### src/rtl/frame_dispatcher_pkg.sv
// Shared types and widths for the frame dispatcher: FSM state encoding,
// event-ID width and BUSY timeout counter width.
package frame_dispatcher_pkg;

  localparam int EID_W = 8;
  localparam int CNT_W = 16;

  typedef enum logic [2:0] {
    ST_IDLE,
    ST_DECODE,
    ST_DISPATCH,
    ST_BUSY,
    ST_DRAIN,
    ST_RESP
  } state_t;

endpackage

### src/rtl/frame_dispatcher_eid_match_encoder.sv
// Priority match of an event ID against the per-handler configuration:
// the lowest enabled slot whose configured ID equals eid wins.
module eid_match_encoder
  import frame_dispatcher_pkg::*;
#(
  parameter int NUM_HANDLERS = 4,
  parameter int IDX_W        = 2
) (
  input  logic [EID_W-1:0]              eid,
  input  logic [EID_W*NUM_HANDLERS-1:0] handler_eid_cfg,
  input  logic [NUM_HANDLERS-1:0]       handler_en,
  output logic [IDX_W-1:0]              sel,
  output logic                          hit
);

  always_comb begin
    // NOTE: defaults before the loop keep every path assigned, so no latch is inferred.
    sel = '0;
    hit = 1'b0;
    // Scanning downwards lets the lowest matching index overwrite the others.
    for (int i = NUM_HANDLERS - 1; i >= 0; i--) begin
      if (handler_en[i] && (handler_eid_cfg[i*EID_W +: EID_W] == eid)) begin
        sel = IDX_W'(i);
        hit = 1'b1;
      end
    end
  end

endmodule

### src/rtl/frame_dispatcher.sv
// Dispatches parsed headers to one of NUM_HANDLERS protocol handlers, supervises
// the handler with a timeout, drains rejected frames and issues ack/nak responses.
module frame_dispatcher
  import frame_dispatcher_pkg::*;
#(
  parameter int NUM_HANDLERS   = 4,
  parameter int TIMEOUT_CYCLES = 65535
) (
  input  logic                          clk,
  input  logic                          rst,
  input  logic                          header_done,
  input  logic [EID_W-1:0]              header_eid,
  input  logic                          packet_is_empty,
  input  logic                          is_fragment,
  input  logic                          in_frame_valid,
  input  logic [EID_W*NUM_HANDLERS-1:0] handler_eid_cfg,
  input  logic [NUM_HANDLERS-1:0]       handler_en,
  input  logic [NUM_HANDLERS-1:0]       handler_done,
  output logic                          header_done_clear,
  output logic [NUM_HANDLERS-1:0]       handler_start,
  output logic [NUM_HANDLERS-1:0]       handler_abort,
  output logic                          frame_drain,
  output logic                          ack_req,
  output logic                          nak_req,
  output logic [EID_W-1:0]              resp_eid,
  output logic                          timeout_err
);

  localparam int IDX_W = (NUM_HANDLERS > 1) ? $clog2(NUM_HANDLERS) : 1;
  localparam logic [CNT_W-1:0]        TIMEOUT_LAST = CNT_W'(TIMEOUT_CYCLES - 1);
  localparam logic [NUM_HANDLERS-1:0] ONE_HOT_0    = NUM_HANDLERS'(1);

  state_t            state;
  logic [EID_W-1:0]  eid_q;
  logic              empty_q;
  logic              frag_q;
  logic              clr_done;
  logic [IDX_W-1:0]  sel_q;
  logic              lock_valid;
  logic [EID_W-1:0]  lock_eid;
  logic [IDX_W-1:0]  lock_idx;
  logic [CNT_W-1:0]  busy_cnt;
  logic [IDX_W-1:0]  match_sel;
  logic              match_hit;

  eid_match_encoder #(
    .NUM_HANDLERS (NUM_HANDLERS),
    .IDX_W        (IDX_W)
  ) u_match (
    .eid             (eid_q),
    .handler_eid_cfg (handler_eid_cfg),
    .handler_en      (handler_en),
    .sel             (match_sel),
    .hit             (match_hit)
  );

  // Every output is set on the edge that enters the state it belongs to,
  // so pulses are visible during DISPATCH / first DRAIN / RESP cycles.
  always_ff @(posedge clk) begin
    // NOTE: state and outputs use non-blocking assignments so all registers update together.
    if (rst) begin
      state             <= ST_IDLE;
      eid_q             <= '0;
      empty_q           <= 1'b0;
      frag_q            <= 1'b0;
      clr_done          <= 1'b0;
      sel_q             <= '0;
      lock_valid        <= 1'b0;
      lock_eid          <= '0;
      lock_idx          <= '0;
      busy_cnt          <= '0;
      header_done_clear <= 1'b0;
      handler_start     <= '0;
      handler_abort     <= '0;
      frame_drain       <= 1'b0;
      ack_req           <= 1'b0;
      nak_req           <= 1'b0;
      resp_eid          <= '0;
      timeout_err       <= 1'b0;
    end else begin
      header_done_clear <= 1'b0;
      handler_start     <= '0;
      handler_abort     <= '0;
      frame_drain       <= 1'b0;
      ack_req           <= 1'b0;
      nak_req           <= 1'b0;
      timeout_err       <= 1'b0;

      case (state)
        ST_IDLE: begin
          if (header_done) begin
            eid_q    <= header_eid;
            empty_q  <= packet_is_empty;
            frag_q   <= is_fragment;
            clr_done <= 1'b0;
            state    <= ST_DECODE;
          end
        end

        ST_DECODE: begin
          if (!match_hit || (lock_valid && (eid_q != lock_eid))) begin
            state <= ST_DRAIN;
          end else if (empty_q) begin
            ack_req           <= 1'b1;
            resp_eid          <= eid_q;
            header_done_clear <= 1'b1;
            clr_done          <= 1'b1;
            state             <= ST_RESP;
          end else begin
            // A locked fragment stream stays on the handler that took its first part.
            sel_q             <= lock_valid ? lock_idx : match_sel;
            handler_start     <= ONE_HOT_0 << (lock_valid ? lock_idx : match_sel);
            header_done_clear <= 1'b1;
            clr_done          <= 1'b1;
            state             <= ST_DISPATCH;
          end
        end

        ST_DISPATCH: begin
          busy_cnt <= '0;
          state    <= ST_BUSY;
        end

        ST_BUSY: begin
          if (handler_done[sel_q]) begin
            lock_valid <= frag_q;
            if (frag_q) begin
              lock_eid <= eid_q;
              lock_idx <= sel_q;
            end
            state <= ST_IDLE;
          end else if (busy_cnt == TIMEOUT_LAST) begin
            timeout_err   <= 1'b1;
            handler_abort <= ONE_HOT_0 << sel_q;
            lock_valid    <= 1'b0;
            state         <= ST_DRAIN;
          end else begin
            busy_cnt <= busy_cnt + 1'b1;
          end
        end

        ST_DRAIN: begin
          if (in_frame_valid) begin
            frame_drain <= 1'b1;
          end else begin
            nak_req           <= 1'b1;
            resp_eid          <= eid_q;
            header_done_clear <= !clr_done;
            clr_done          <= 1'b1;
            state             <= ST_RESP;
          end
        end

        ST_RESP: state <= ST_IDLE;

        default: state <= ST_IDLE;
      endcase
    end
  end

endmodule

### config.mk
export PLATFORM = sky130hd
export DESIGN_NAME = frame_dispatcher
export DESIGN_NICKNAME = d
export VERILOG_FILES = /design/src/rtl/frame_dispatcher_pkg.sv /design/src/rtl/frame_dispatcher_eid_match_encoder.sv /design/src/rtl/frame_dispatcher.sv
export SDC_FILE = /design/constraint.sdc
export NUM_CORES = 1
export LEC_CHECK = 0
export CORE_MARGIN = 2
export CORE_UTILIZATION = 54
export DETAILED_ROUTE_END_ITERATION = 12
export HOLD_SLACK_MARGIN = 0.1
export PLACE_DENSITY = 0.85
export SKIP_LAST_GASP = 1
export SLEW_MARGIN = 10
export SYNTH_ARGS = -nofsm -noshare
export SYNTH_HDL_FRONTEND = slang
export SYNTH_SLANG_ARGS = --single-unit
### constraint.sdc
create_clock -name clk -period 4.85 [get_ports clk]
set_input_delay 0.97 -clock clk [delete_from_list [all_inputs] [get_ports clk]]
set_output_delay 0.97 -clock clk [all_outputs]
set_load 0.05 [all_outputs]
==> results of run 1 <==
==> report_power, final <==
group	internal, mW	switching [mW]
combinational	0.0886	0.0665
sequential	0.537	0.0288
clock	0.290	0.206
==> critical path: cells and delay by family <==
kind,cells,cell delay (ps)
AOI/OAI and AO/OA,1,270
and+or+nand+nor,4,1250
xor gates and xnor gates,1,120
buffers and inverters,1,490
==> layer usage <==
layer	GRT usage, %	vias to the layer above
met5	0	-
met2	39.35	69
li1	-	1405
met4	8.667	0
met3	4.565	13
met1	28.59	1334
==> worst paths after layout <==
path,to,cells after the start
max,state[0]$_SDFFE_PP0P_,7
min,resp_eid[4]$_SDFFE_PP0P_,2
min reg2reg,resp_eid[4]$_SDFFE_PP0P_,2
max reg2reg,resp_eid[0]$_SDFFE_PP0P_,6
==> per-stage QoR <==
stage               hold slack [ps]  setup slack (ps)  std cells  cell area (um2)
finish                        483.0              1990        513             4220
global route                  500.5              1856        513             4220
CTS                           482.2              2005        513             4220
detailed placement            473.1              1652        497             4008
global placement              461.6              1666        497             4008
floorplan                     436.6              2297        370             3324
==> kinds of logic after synthesis <==
logic type,share of synthesized area (%)
AOI/OAI and AO/OA,11.55
and+or+nand+nor,23.97
adders and majority gates,0.7526
buffers and inverters,5.683
DFF,38.54
muxes,5.796
xor gates and xnor gates,13.70
==> placed cells by master, fill, tap and decap left out, types with 3 or more instances in the layout <==
| cell type | instances |
|---|---|
| nand3b_1 | 3 |
| or4_1 | 3 |
| xnor2_1 | 39 |
| clkbuf_8 | 9 |
| xor2_1 | 13 |
| o31ai_1 | 3 |
| nor4_1 | 8 |
| nand2b_1 | 17 |
| o211ai_1 | 4 |
| o21ai_0 | 3 |
| nand3_1 | 9 |
| nand2_1 | 34 |
| mux2i_1 | 17 |
| nor3_1 | 7 |
| nand4_1 | 10 |
| and3_1 | 3 |
| a211oi_2 | 5 |
| a21oi_1 | 21 |
| inv_1 | 7 |
| or3_1 | 8 |
| clkdlybuf4s50_1 | 74 |
| dfxtp_1 | 64 |
| nor2_1 | 36 |
==> registers in the layout (all words and copies together), names as in the netlist, 2 cells and up <==
signal,count
busy_cnt,16
eid_q,8
handler_abort,4
handler_start,4
lock_eid,8
lock_idx,2
resp_eid,8
sel_q,2
state,3
==> final cells by class <==
class / instances / share of cell area [%]
inverters: 8 / 0.7115
flip-flops and latches: 64 / 30.36
repair buffers: 75 / 17.73
well taps: 75 / 2.224
clock inverters: 5 / 1.927
clock buffers: 11 / 3.113
multi-input cells: 275 / 43.94
==> results.cfg, run 1 <==
[pwr]
power_density_mw_per_mm2 = 288.3
vdd_drop_max_v = 0.0001753
design_power_total_mw = 1.217
p_leak_nw = 1.538

[sta]
finalHoldViolations = 0
drv_slew = 0
setup_tns_ps = 0
fmaxAchievable_mhz = 349.7
rsz0062_at_grt = false
finalSetupViolCount = 0
fin_skew_ps = 11.71
min_period_ps = 2860
tightest_slew_ps = 1043
final.period_utilization_pct = 58.96
maxSlewHeadroom_pct = 30.30

[clock_tree]
postCtsSetupBuffers = 0
cts_buffers = 9
clock-sinks = 64
clockBufferDepth = 2
cts_hold_buf = 0
cts_resized = 0
clk_pin_slew_ps = 70
cts_tree = yes
insertion_delay_ps = 340
cts.htree.levels = 3
cts_root_buf = clkbuf_8

[routing]
wl_per_cell_um = 14.88
first_pass_iters = 4
wl_um = 7635
highest_layer = met4
route.met2.wl_um = 3858
wl_met3_um = 397
drtIter0Drc = 175
wl_met1_um = 3254
via_per_inst = 5.499
ant_nets = 0
drcViolationCount = 0
num_vias = 2821

[global_route]
grt_usage_pct = 23.05
grt_start_max_net_pins = 31
grt_pass1_vias = 2607
grt_pass1_wl_um = 11850
overflow = 0
antenna_found_initial = 0

[final_layout]
diodes = 0
drive_above_1_share_pct = 7.763
final_core_util_pct = 71.28
ff_latch_area_mm2 = 0.001281
fill_cells = 419
multi_input_area_mm2 = 0.001854
area_delta_synth_final_pct = 26.95
num-nets-final = 489

[placement]
hpwl_um = 5593
port_buffers = 74
gp_congestion = 0.8111

[synth]
syn_nets = 426
yosysWarningCount = 0
synth.most_common_cell = dfxtp_1
synth_edf_count = 0
synth_seq_cells = 64
yosysTopAreaCell = dfxtp_1
synth_area_leaders = dfxtp_1, xnor2_1, mux2i_1, nor2_1, nand2_1
syn_inst = 370
seq_area_frac_synth_pct = 38.54
async_flop_share_pct = 0
synth_commonest_cells = dfxtp_1, xnor2_1, nor2_1
avgSynthCellArea_um2 = 8.985
synth.distinct_cells = 52
syn_area_mm2 = 0.003324
synthFlopType = dfxtp_1
synth_top_area_share_pct = 38.54

[floorplanning]
start_util_pct = 56.15
die_width_um = 82.46
std_cell_rows = 28
num_io_pins = 75
core_area_mm2 = 0.005921
fp.dieArea_mm2 = 0.006800
fp.dieH_um = 82.46

[min_path]
hold_start = resp_eid[4]$_SDFFE_PP0P_
hp-class = register to register

[worst_setup_path]
slowest_delay_ps = 510
critical_path.max_fanout = 10
cp-end-kind = register
critPathSlowestCell = or4_1
ff2ff_setup_slack_ps = 2300
path_class = primary input to register
cp.arrival_ps = 3100
startpoint_type = primary input
critPathLaunch = handler_eid_cfg[14]
worstPathRequired_ps = 5100
crit_path_cell_trace = clkdlybuf4s50_1 -> xnor2_1 -> nand3_1 -> nor3_1 -> nor4_4 -> or4_1 -> a311oi_1
reg2reg_from = eid_q[1]$_SDFFE_PP0P_

[run]
drv_cap = 0

[outcome]
status = finished clean
(Power assumes the default switching activity.)
==> run 2, diff against run 1 <==
--- a/config.mk
+++ b/config.mk
@@ -6,10 +6,10 @@
 export NUM_CORES = 1
 export LEC_CHECK = 0
 export CORE_MARGIN = 2
-export CORE_UTILIZATION = 54
+export CORE_UTILIZATION = 46
 export DETAILED_ROUTE_END_ITERATION = 12
 export HOLD_SLACK_MARGIN = 0.1
-export PLACE_DENSITY = 0.85
+export PLACE_DENSITY = 0.77
 export SKIP_LAST_GASP = 1
 export SLEW_MARGIN = 10
 export SYNTH_ARGS = -nofsm -noshare
==> constraint.sdc (replaced) <==
create_clock -name clk -period 2.6 [get_ports clk]
set_input_delay 0.52 -clock clk [delete_from_list [all_inputs] [get_ports clk]]
set_output_delay 0.52 -clock clk [all_outputs]
set_load 0.05 [all_outputs]
==> results.cfg, run 2 (synthesis gave the netlist of run 1 again) <==
[global_route]
overflow = 0
grt_use_met1_pct = 26.39
busiest_layer = met2
grt_pass1_vias = 2697
grt_pass1_wl_um = 12560
grt_start_max_net_pins = 33
use_met2_pct = 33.85
grt_usage_pct = 20.69
antenna_found_initial = 0
grt_use_met3_pct = 5.540

[worst_setup_path]
startpoint_type = register
worstPathRequired_ps = 2850
critical_path.max_fanout = 8
path_class = register to register
reg2reg_from = eid_q[6]$_SDFFE_PP0P_
critPathLaunch = eid_q[6]$_SDFFE_PP0P_
cp-end-kind = register
ff2ff_setup_slack_ps = 240
cp.arrival_ps = 2610

[floorplanning]
die_width_um = 89.01
core_area_mm2 = 0.006907
start_util_pct = 48.13
fp.dieH_um = 89.01
std_cell_rows = 30
num_io_pins = 75
fp.dieArea_mm2 = 0.007923

[sta]
maxSlewHeadroom_pct = 54.94
finalSetupViolCount = 0
final.period_utilization_pct = 90.93
setup_slack_ps = 235.9
drv_slew = 0
finalHoldViolations = 0
fmaxAchievable_mhz = 423.0
rsz0062_at_grt = false
tightest_slew_ps = 673.4
min_period_ps = 2364
setup_tns_ps = 0
fin_skew_ps = 6.617

[routing]
first_pass_iters = 4
wl_um = 8095
num_vias = 2850
ant_nets = 0
wl_per_cell_um = 14.66
via_per_inst = 5.163
drcViolationCount = 0
drtIter0Drc = 125

[pwr]
pwr-share-seq_pct = 45.5
intPower_mw = 1.724
p_leak_nw = 1.635
p_comb_share_pct = 14.1
switchingPower_mw = 0.5681
swShare_pct = 24.79
vdd_drop_max_v = 0.0003008
power_density_mw_per_mm2 = 521.6
pwr-share-clk_pct = 40.4

[clock_tree]
cts_buffers = 9
clock-sinks = 64
cts_tree = yes
cts.htree.levels = 3
postCtsSetupBuffers = 0
cts_hold_buf = 0
clk_pin_slew_ps = 70
cts_resized = 0
clockBufferDepth = 2
cts_root_buf = clkbuf_8
insertion_delay_ps = 340

[run]
drv_cap = 0

[final_layout]
drive_above_1_share_pct = 11.40
final_common_cell = clkdlybuf4s50_1
final_area_mm2 = 0.004394
fill_cells = 606
largest_reg_flops = 16
final_core_util_pct = 63.62
ff_latch_area_mm2 = 0.001281
area_delta_synth_final_pct = 32.18
diodes = 0
top_register = busy_cnt
final_cell_mix = clkdlybuf4s50_1, dfxtp_1, xnor2_1
multi_input_area_mm2 = 0.001854
final_cells = 552
num-nets-final = 507

[placement]
place_ws_ps = -80.15
dpl.cell_count = 536
hpwl_um = 6017
gp_congestion = 0.8256
port_buffers = 74
placed_area_mm2 = 0.004182

[min_path]
hp-class = register to register
hold_start = frag_q$_SDFFE_PP0P_

[outcome]
status = finished clean
-- run 2: through the flow --
stage	power, mW	hold WS [ps]
after floorplan	1.253	436.6
after global placement	1.381	452.3
after detailed placement	1.388	454.2
after CTS	2.304	464.7
after global routing	2.382	502.8
final	2.292	465.1
-- run 2: path summary, 6_finish.rpt --
path              cells past startpoint                     endpoint
setup / recovery                      6  handler_start[2]$_SDFF_PP0_
hold / removal                        2          frag_q$_SDFFE_PP0P_
setup reg to reg                      6  handler_start[2]$_SDFF_PP0_
hold reg to reg                       2          frag_q$_SDFFE_PP0P_
-- run 2: worst max-delay path, cell delays in order (launching register included) --
cell and delay, ps:
dfxtp_1 590, xor2_1 120, nor4_1 350, a21boi_1 210, or2_4 300, or4_4 520, nor4_1 190
-- run 2: cell type report --
cell class	instances	share of cell area, %
Multi-Input combinational cell	275	42.20
Sequential cell	64	29.16
Timing Repair Buffer	93	20.39
Clock buffer	11	2.990
Tap cell	96	2.733
Clock inverter	5	1.851
Inverter	8	0.6834
-- run 2: power by group through the flow --
stage,sequential (mW),combinational (mW),clock [mW]
CTS,1.04,0.323,0.938
finish,1.04,0.322,0.926
detailed placement,1.07,0.321,0
global route,1.05,0.347,0.987
global placement,1.06,0.316,0
floorplan,1.04,0.212,0
-- run 2: routing by layer --
| metal | up-vias | wire [um] |
|---|---|---|
| met5 | - | 0 |
| met4 | 0 | 148 |
| met3 | 13 | 439 |
| met2 | 90 | 3871 |
| met1 | 1310 | 3635 |
| li1 | 1437 | - |
